<file path="src/rtl/execute_muldiv_unit.sv">
// rtl/execute_muldiv_unit.sv - iterative RV32M/RV64M multiply/divide unit for the Execute stage
//
// Purpose: radix-2 shift-add multiplier and restoring divider sharing one
// 2*XLEN accumulator. One bit is processed per CALC cycle. Divide-by-zero and
// signed overflow are resolved at accept and skip CALC.
//
// Ports:
//   clk_i, reset_n_i          clock, asynchronous active-low reset
//   flush_i                   kill accepted / in-flight operation
//   valid_i, ready_o          request handshake (ready_o high only in IDLE)
//   op_i, src_a_i, src_b_i    M-extension funct3 and forwarded operands
//   tag_i                     destination register tag
//   valid_o, ready_i          result handshake
//   result_o, tag_o           registered result and its tag
//   busy_o                    stall request, high whenever not IDLE
module execute_muldiv_unit #(
    parameter int XLEN  = 32,
    parameter int TAG_W = 5
) (
    input  logic             clk_i,
    input  logic             reset_n_i,
    input  logic             flush_i,
    input  logic             valid_i,
    output logic             ready_o,
    input  logic [2:0]       op_i,
    input  logic [XLEN-1:0]  src_a_i,
    input  logic [XLEN-1:0]  src_b_i,
    input  logic [TAG_W-1:0] tag_i,
    output logic             valid_o,
    input  logic             ready_i,
    output logic [XLEN-1:0]  result_o,
    output logic [TAG_W-1:0] tag_o,
    output logic             busy_o
);

    localparam int CNT_W = $clog2(XLEN);
    localparam logic [CNT_W-1:0] CNT_LAST = CNT_W'(XLEN - 1);
    localparam logic [XLEN-1:0]  MOST_NEG = {1'b1, {(XLEN-1){1'b0}}};

    typedef enum logic [1:0] {
        S_IDLE = 2'd0,
        S_CALC = 2'd1,
        S_DONE = 2'd2
    } state_t;

    state_t              state_q, state_d;
    logic [2:0]          op_q, op_d;
    logic [TAG_W-1:0]    tag_q, tag_d;
    logic [CNT_W-1:0]    cnt_q, cnt_d;
    logic [XLEN-1:0]     opnd_q, opnd_d;      // multiplicand or divisor magnitude
    logic [2*XLEN-1:0]   acc_q, acc_d;        // {product hi, multiplier} or {remainder, quotient/dividend}
    logic                neg_q, neg_d;        // product / quotient must be negated
    logic                rneg_q, rneg_d;      // remainder must be negated (dividend sign)
    logic [XLEN-1:0]     result_q, result_d;

    // Operand decode at accept
    logic            in_is_div;
    logic            a_signed, b_signed;
    logic            a_neg, b_neg;
    logic [XLEN-1:0] a_mag, b_mag;
    logic            div_by_zero, div_ovf;

    always_comb begin
        in_is_div   = op_i[2];
        // DIV/REM are signed (funct3[0]=0); MULH signs both, MULHSU signs rs1 only.
        a_signed    = in_is_div ? ~op_i[0] : (op_i[1:0] == 2'b01 || op_i[1:0] == 2'b10);
        b_signed    = in_is_div ? ~op_i[0] : (op_i[1:0] == 2'b01);
        a_neg       = a_signed & src_a_i[XLEN-1];
        b_neg       = b_signed & src_b_i[XLEN-1];
        a_mag       = a_neg ? (~src_a_i + 1'b1) : src_a_i;
        b_mag       = b_neg ? (~src_b_i + 1'b1) : src_b_i;
        div_by_zero = in_is_div & (src_b_i == '0);
        div_ovf     = in_is_div & ~op_i[0] & (src_a_i == MOST_NEG) & (&src_b_i);
    end

    // One iteration of each datapath
    logic [XLEN:0]     mul_sum;
    logic [2*XLEN-1:0] mul_next;
    logic [XLEN:0]     div_shift;
    logic [XLEN:0]     div_diff;
    logic              div_qbit;
    logic [2*XLEN-1:0] div_next;

    always_comb begin
        // Shift-add: add multiplicand to the high half when the current
        // multiplier bit (acc LSB) is set, then shift the whole accumulator right.
        mul_sum   = {1'b0, acc_q[2*XLEN-1:XLEN]} + (acc_q[0] ? {1'b0, opnd_q} : '0);
        mul_next  = {mul_sum, acc_q[XLEN-1:1]};

        // Restoring divide: bring in the next dividend bit, trial-subtract,
        // keep the difference only when it did not borrow.
        div_shift = {acc_q[2*XLEN-1:XLEN], acc_q[XLEN-1]};
        div_diff  = div_shift - {1'b0, opnd_q};
        div_qbit  = ~div_diff[XLEN];
        div_next  = {(div_qbit ? div_diff[XLEN-1:0] : div_shift[XLEN-1:0]),
                     acc_q[XLEN-2:0], div_qbit};
    end

    // Final sign fix-up and result selection
    logic [2*XLEN-1:0] prod_s;
    logic [XLEN-1:0]   quo, rem;
    logic [XLEN-1:0]   mul_res, div_res;

    always_comb begin
        prod_s  = neg_q ? (~mul_next + 1'b1) : mul_next;
        mul_res = (op_q[1:0] == 2'b00) ? prod_s[XLEN-1:0] : prod_s[2*XLEN-1:XLEN];
        quo     = div_next[XLEN-1:0];
        rem     = div_next[2*XLEN-1:XLEN];
        if (op_q[1]) begin
            div_res = rneg_q ? (~rem + 1'b1) : rem;
        end else begin
            div_res = neg_q ? (~quo + 1'b1) : quo;
        end
    end

    // Next-state logic
    always_comb begin
        state_d  = state_q;
        op_d     = op_q;
        tag_d    = tag_q;
        cnt_d    = cnt_q;
        opnd_d   = opnd_q;
        acc_d    = acc_q;
        neg_d    = neg_q;
        rneg_d   = rneg_q;
        result_d = result_q;

        if (flush_i) begin
            state_d = S_IDLE;
        end else begin
            case (state_q)
                S_IDLE: begin
                    if (valid_i) begin
                        op_d   = op_i;
                        tag_d  = tag_i;
                        cnt_d  = '0;
                        neg_d  = a_neg ^ b_neg;
                        rneg_d = a_neg;
                        if (in_is_div) begin
                            opnd_d = b_mag;
                            acc_d  = {{XLEN{1'b0}}, a_mag};
                        end else begin
                            opnd_d = a_mag;
                            acc_d  = {{XLEN{1'b0}}, b_mag};
                        end
                        if (div_by_zero) begin
                            result_d = op_i[1] ? src_a_i : '1;
                            state_d  = S_DONE;
                        end else if (div_ovf) begin
                            result_d = op_i[1] ? '0 : src_a_i;
                            state_d  = S_DONE;
                        end else begin
                            state_d  = S_CALC;
                        end
                    end
                end
                S_CALC: begin
                    acc_d = op_q[2] ? div_next : mul_next;
                    if (cnt_q == CNT_LAST) begin
                        result_d = op_q[2] ? div_res : mul_res;
                        state_d  = S_DONE;
                    end else begin
                        cnt_d = cnt_q + CNT_W'(1);
                    end
                end
                S_DONE: begin
                    if (ready_i) begin
                        state_d = S_IDLE;
                    end
                end
                default: begin
                    state_d = S_IDLE;
                end
            endcase
        end
    end

    always_ff @(posedge clk_i or negedge reset_n_i) begin
        if (!reset_n_i) begin
            state_q  <= S_IDLE;
            op_q     <= '0;
            tag_q    <= '0;
            cnt_q    <= '0;
            opnd_q   <= '0;
            acc_q    <= '0;
            neg_q    <= 1'b0;
            rneg_q   <= 1'b0;
            result_q <= '0;
        end else begin
            state_q  <= state_d;
            op_q     <= op_d;
            tag_q    <= tag_d;
            cnt_q    <= cnt_d;
            opnd_q   <= opnd_d;
            acc_q    <= acc_d;
            neg_q    <= neg_d;
            rneg_q   <= rneg_d;
            result_q <= result_d;
        end
    end

    assign ready_o  = (state_q == S_IDLE);
    assign busy_o   = (state_q != S_IDLE);
    assign valid_o  = (state_q == S_DONE);
    assign result_o = result_q;
    assign tag_o    = tag_q;

endmodule

</file>
<file path="config.mk">
export PLATFORM = sky130hd
export DESIGN_NAME = execute_muldiv_unit
export DESIGN_NICKNAME = d
export VERILOG_FILES = /design/src/rtl/execute_muldiv_unit.sv
export SDC_FILE = /design/constraint.sdc
export NUM_CORES = 1
export LEC_CHECK = 0
export BUFFER_PORTS_ARGS = -buffer_cell sky130_fd_sc_hd__buf_4
export CORE_MARGIN = 2
export CORE_UTILIZATION = 61
export CTS_BUF_LIST = sky130_fd_sc_hd__clkbuf_2 sky130_fd_sc_hd__clkbuf_4 sky130_fd_sc_hd__clkbuf_8
export DETAILED_ROUTE_END_ITERATION = 10
export PLACE_DENSITY = 0.8
export RECOVER_POWER = 100
export SYNTH_ARGS = -nofsm -noshare
export SYNTH_HDL_FRONTEND = slang
export SYNTH_SLANG_ARGS = --single-unit
</file>
<file path="constraint.sdc">
create_clock -name clk_i -period 9.5 [get_ports clk_i]
set_input_delay 0.475 -clock clk_i [delete_from_list [all_inputs] [get_ports clk_i]]
set_output_delay 0.475 -clock clk_i [all_outputs]
set_load 0.03 [all_outputs]
</file>
==> reports/qor.yml, run 1 <==
status: "finished with violations"
violations: "max-capacitance violations, max-slew violations"
p_sw_w: 0.00261
vias: 19249
first_global_vias: 17702
wl_per_cell_um: 23.4
rr_startpoint: "acc_q[31]"
leakagePower_nw: 7.68
place_area_um2: 18600
dp_cells: 2796
synth_edf_count: 0
maxCapViolations: 8
async_flop_share_pct: 100
clockBufferDepth: 2
worst_ep_required_time_ns: 9.88
crit_path_end: "result_o[27]"
finalCriticalPeriod_ns: 7.08
total_power_w: 0.00470
grt_overflow_total: 0
netlist_area_um2: 17700
dr.pass1.iters: 6
dieArea_um2: 30400
synth_nets: 2607
ys_seq_area_share_pct: 20.5
fmax_mhz: 141
slew_headroom_pct: -257
ys.flop_type: "dfrtp_1"
arrival_ns: 7.46
p_int_w: 0.00208
viasPerCell: 6.80
cts_tree: "done"
critical_path.startpoint: "op_i[2]"
final_cell_mix: "nand2_1, nor2_1, o21ai_0, a21oi_1, dfrtp_1"
rsz0062_at_grt: "no"
antenna_left: 0
seqPwrFrac_pct: 21.3
comb_power_share_pct: 68.7
die_h_um: 174
ys_seq_elements: 145
cts_hold_buf: 0
drv_slew: 443
syn_to_final_growth_pct: 5.63
core_area_um2: 28600
drcViolationCount: 0
min_period_over_period_pct: 74.5
numCtsBuffers: 17
switching_share_pct: 55.7
postCtsSetupRepairBufs: 0
gp_congestion: 1.01
synth_largest_area_cell: "dfrtp_1"
syn_inst: 2455
worst_pin_slew_ns: 5.35
path_class: "in2reg"
drt_iter0_markers: 2593
die_width_um: 174
synth_cell_types: 96
rrSetupSlack_ns: 2.57
syn_area_per_cell_um2: 7.22
path_cells: "clkbuf_1, nand4b_1, nor4_1, nand3_1, nor4_1, o32ai_1, or2_2, clkbuf_1, nor3_1, a21oi_1, o211ai_1, a21oi_1, a22oi_1"
finalHoldViolCount: 0
h-tree-depth: 4
drive_gt1_share_pct: 7.94
min_from: "ready_i"
grt_usage_pct: 42.9
rows: 62
cp_slowest_cell: "clkbuf_1"
reg2regPathDepth: 21
grt_pass1_wl_um: 102000
place.detailed.hpwl_um: 51100
cp_slowest_stage_delay_ns: 2.19
fin_ws_ns: 2.42
cts-resized-gates: 0
clk_latency_ns: 0.49
layoutNonFillerInstCount: 2829
yosys_warnings: 0
cp_num_buf_inv: 2
antenna_found_initial: 1
boundaryPins: 117
final-setup-viol-count: 0
fin_area_um2: 18700
path_clk_slew_ns: 0.09
synth_top_area_share_pct: 20.5
nFillCells: 2634
cp_top_family: "buffers and inverters"
dp_slack_ns: 3.56
crit_cells: 13
cts.sinks: 145
power_frac_clock_pct: 10.0
finalWirelength_um: 66300
ys_top_cells_by_area: "dfrtp_1, a21oi_1, o21ai_0"
timing.critical_path.to_type: "flip-flop"
io_buffers: 116
p_per_area_nw_per_um2: 251
vdd_drop_max_uv: 130
initial_core_util_pct: 61.9
clock_skew_ns: 0.0224
worstHoldPathType: "in2reg"
grt_max_degree: 93
start_kind: "primary input"
path_max_fanout: 83
tns_ns: 0
nets: 2583
r2r-end: "result_o[24]"
ctsRootBufferMaster: "clkbuf_8"
[Yosys cell counts, drive strengths merged (19+ instances only)]
cell type / instances
nand3: 29
nor2: 249
nand2: 248
mux2i: 66
o21ai: 250
o211ai: 30
a21oi: 245
xnor2: 117
or4: 24
xor2: 83
or3: 31
ha: 73
and2: 20
nand4: 34
mux2: 20
clkbuf: 143
buf: 40
nor4: 19
dfrtp: 145
o31ai: 45
a211oi: 26
inv: 77
a31oi: 24
nor3: 73
a21o: 30
[cell families (layout without fill, tap and decap cells)]
| logic type | Yosys count | in the layout | synth area share (%) |
|---|---|---|---|
| adders and majority gates | 79 | 79 | 5.61 |
| other | 0 | 1 | 0 |
| xor gates and xnor gates | 200 | 200 | 9.89 |
| and+or+nand+nor | 838 | 838 | 23.1 |
| DFF | 145 | 145 | 20.5 |
| buffers and inverters | 261 | 250 | 5.75 |
| muxes | 86 | 86 | 5.00 |
| AOI/OAI and AO/OA | 846 | 846 | 30.2 |
[power by group through the flow]
| stage | combinational [W] | clock (W) | sequential [W] |
|---|---|---|---|
| after CTS | 0.00316 | 0.000469 | 0.000987 |
| after global routing | 0.00347 | 0.000492 | 0.00102 |
| after global placement | 0.00309 | 0 | 0.000993 |
| final | 0.00322 | 0.000471 | 0.00100 |
| after detailed placement | 0.00314 | 0 | 0.00100 |
| after floorplan | 0.00227 | 0 | 0.000967 |
[final cells by class]
cell class                      instances  area [um^2]  area share (%)
Sequential cell                       145         3630            19.4
Tap cell                              384          480            2.57
Antenna cell                            1         2.50          0.0134
Inverter                               78          293            1.56
Multi-Input combinational cell       2049        13100            69.9
Clock buffer                           20          269            1.44
Timing Repair Buffer                  140          878            4.69
Clock inverter                         12         85.1           0.455
[sequential cells by signal, summed over array words and instances (netlist names)]
| name | cells |
|---|---|
| cnt_q | 5 |
| opnd_q | 32 |
| neg_q | 1 |
| acc_q | 64 |
| op_q | 3 |
| state_q | 2 |
| result_o | 32 |
| rneg_q | 1 |
| tag_o | 5 |
[metal layers]
layer | track usage [%] | wire, um | up-vias
met5 | 0 | 14 | -
met4 | 17.6 | 3100 | 2
met3 | 11.2 | 7720 | 188
met2 | 65.6 | 28200 | 1216
met1 | 57.4 | 27200 | 8937
li1 | - | - | 8906
[metrics by stage]
stage | hold WS (ns) | utilization (%)
final | 0.152 | 65.4
after global routing | 0.137 | 65.4
after CTS | 0.119 | 66.1
after detailed placement | 0.469 | 64.8
after global placement | 0.460 | 64.8
after floorplan | 0.179 | -
[worst min path at each step]
stage / end / depth (start not counted) / slack [ns]
floorplan: acc_q[0] / 0 / 0.18
global placement: opnd_q[13] / 2 / 0.46
detailed placement: opnd_q[17] / 2 / 0.47
CTS: opnd_q[27] / 1 / 0.12
global route: state_q[1] / 2 / 0.14
finish: state_q[1] / 2 / 0.15
Power figures use the tool's default switching activity.
==> run 2, diff against run 1 <==
==> constraint.sdc (replaced) <==
create_clock -name clk_i -period 7 [get_ports clk_i]
set_input_delay 0.35 -clock clk_i [delete_from_list [all_inputs] [get_ports clk_i]]
set_output_delay 0.35 -clock clk_i [all_outputs]
set_load 0.03 [all_outputs]
==> run 2 against run 1 <==
The flow still finishes with violations (max-capacitance violations, max-slew violations). Global-route usage grew 1.1 points. Die area unchanged. Combinational power rose by 38%. Sequential share of layout area is 0.074 points lower. Largest power group unchanged. Highest routed layer is now met4.
==> reports/qor.yml, run 2 (same netlist as run 1, synthesis figures left out) <==
p_per_area_nw_per_um2: 346
grt_max_degree: 84
first_global_vias: 17948
gp_congestion: 1.04
path_class: "reg2reg"
status: "finished with violations"
finalCriticalPeriod_ns: 6.42
initial_core_util_pct: 61.9
whs_ns: 0.00918
path_max_fanout: 67
numCtsBuffers: 17
worstHoldPathType: "in2reg"
core_area_um2: 28600
place.detailed.hpwl_um: 52300
dr.pass1.iters: 9
clk_latency_ns: 0.51
rsz0062_at_grt: "no"
rows: 62
finalWirelength_um: 67900
cts.sinks: 145
antenna_cells_inserted: 0
die_width_um: 174
vdd_drop_max_uv: 144
leakagePower_nw: 7.74
nets: 2589
drcViolationCount: 0
io_buffers: 116
drive_gt1_share_pct: 8.24
grt_overflow_total: 0
grt_usage_pct: 44.0
ctsRootBufferMaster: "clkbuf_8"
wl_per_cell_um: 24.0
cts_hold_buf: 1
worst_ep_required_time_ns: 7.36
largest_reg_flops: 64
finalHoldViolCount: 0
start_kind: "flip-flop"
final-setup-viol-count: 0
maxCapViolations: 4
violations: "max-capacitance violations, max-slew violations"
h-tree-depth: 4
timing.critical_path.to_type: "flip-flop"
cts_tree: "done"
path_clk_slew_ns: 0.08
dieArea_um2: 30400
drv_slew: 263
arrival_ns: 6.78
top_register: "acc_q"
boundaryPins: 117
slew_headroom_pct: -238
viasPerCell: 6.98
antenna_left: 0
fmax_mhz: 156
postCtsSetupRepairBufs: 0
clock_skew_ns: 0.0202
tns_ns: 0
vias: 19768
grt_pass1_wl_um: 104000
die_h_um: 174
antenna_found_initial: 1
worst_pin_slew_ns: 5.07
cts-resized-gates: 0
syn_to_final_growth_pct: 6.03
clockBufferDepth: 2
final_cell_mix: "nor2_1, nand2_1, o21ai_0, a21oi_1, dfrtp_1"
final_common_cell: "nor2_1"
drt_iter0_markers: 2583
min_period_over_period_pct: 91.7
run 2: power breakdown:
group / total, W / internal, W / switching [W]
clock: 0.000695 / 0.000324 / 0.000371
combinational: 0.00444 / 0.00152 / 0.00293
sequential: 0.00136 / 0.00104 / 0.000317
run 2: critical path: stages (launching register included):
cell and delay [ns]:
dfrtp_1 0.48, o21ai_0 3.34, or2_2 0.46, clkbuf_2 1.17, nor3_1 0.21, a21oi_1 0.24
o211ai_1 0.14, a21oi_1 0.15, a22oi_1 0.09
run 2: routing by layer:
metal  up-vias  GRT usage (%)  share of wire (%)
li1       8935              -                  -
met1      9186           60.6                 40
met2      1428           66.3                 43
met3       219           8.53                 12
met4         0           20.8                5.3
met5         -              0                  0
run 2: worst paths after layout:
| path | to | slack (ns) | cells after the start | start |
|---|---|---|---|---|
| max | result_o[27] | 0.58 | 8 | state_q[0] |
| min in group asynchronous | acc_q[62] | 2.22 | 2 | reset_n_i |
| max reg2reg | result_o[27] | 0.58 | 8 | state_q[0] |
| min | state_q[1] | 0.009 | 2 | ready_i |
| min reg2reg | opnd_q[31] | 0.49 | 2 | opnd_q[31] |
| max in group asynchronous | op_q[2] | 1.54 | 2 | reset_n_i |
run 2: per-stage QoR:
step	cell area (um^2)	instances	util (%)	power, W	worst slack (ns)
detailed placement	18600	2801	65.0	0.00567	1.36
CTS	19000	2834	66.4	0.00638	1.28
global placement	18600	2801	65.0	0.00562	1.63
finish	18800	2834	65.6	0.00650	0.578
global route	18800	2834	65.6	0.00684	0.481
floorplan	17700	2455	-	0.00440	1.98
run 2: area by class of cell:
type                            instances  area [um^2]
Clock buffer                           23          304
Clock inverter                          9         81.3
Fill cell                            2574         9840
Inverter                               78          293
Multi-Input combinational cell       2049        13100
Sequential cell                       145         3630
Tap cell                              384          480
Timing Repair Buffer                  146          925
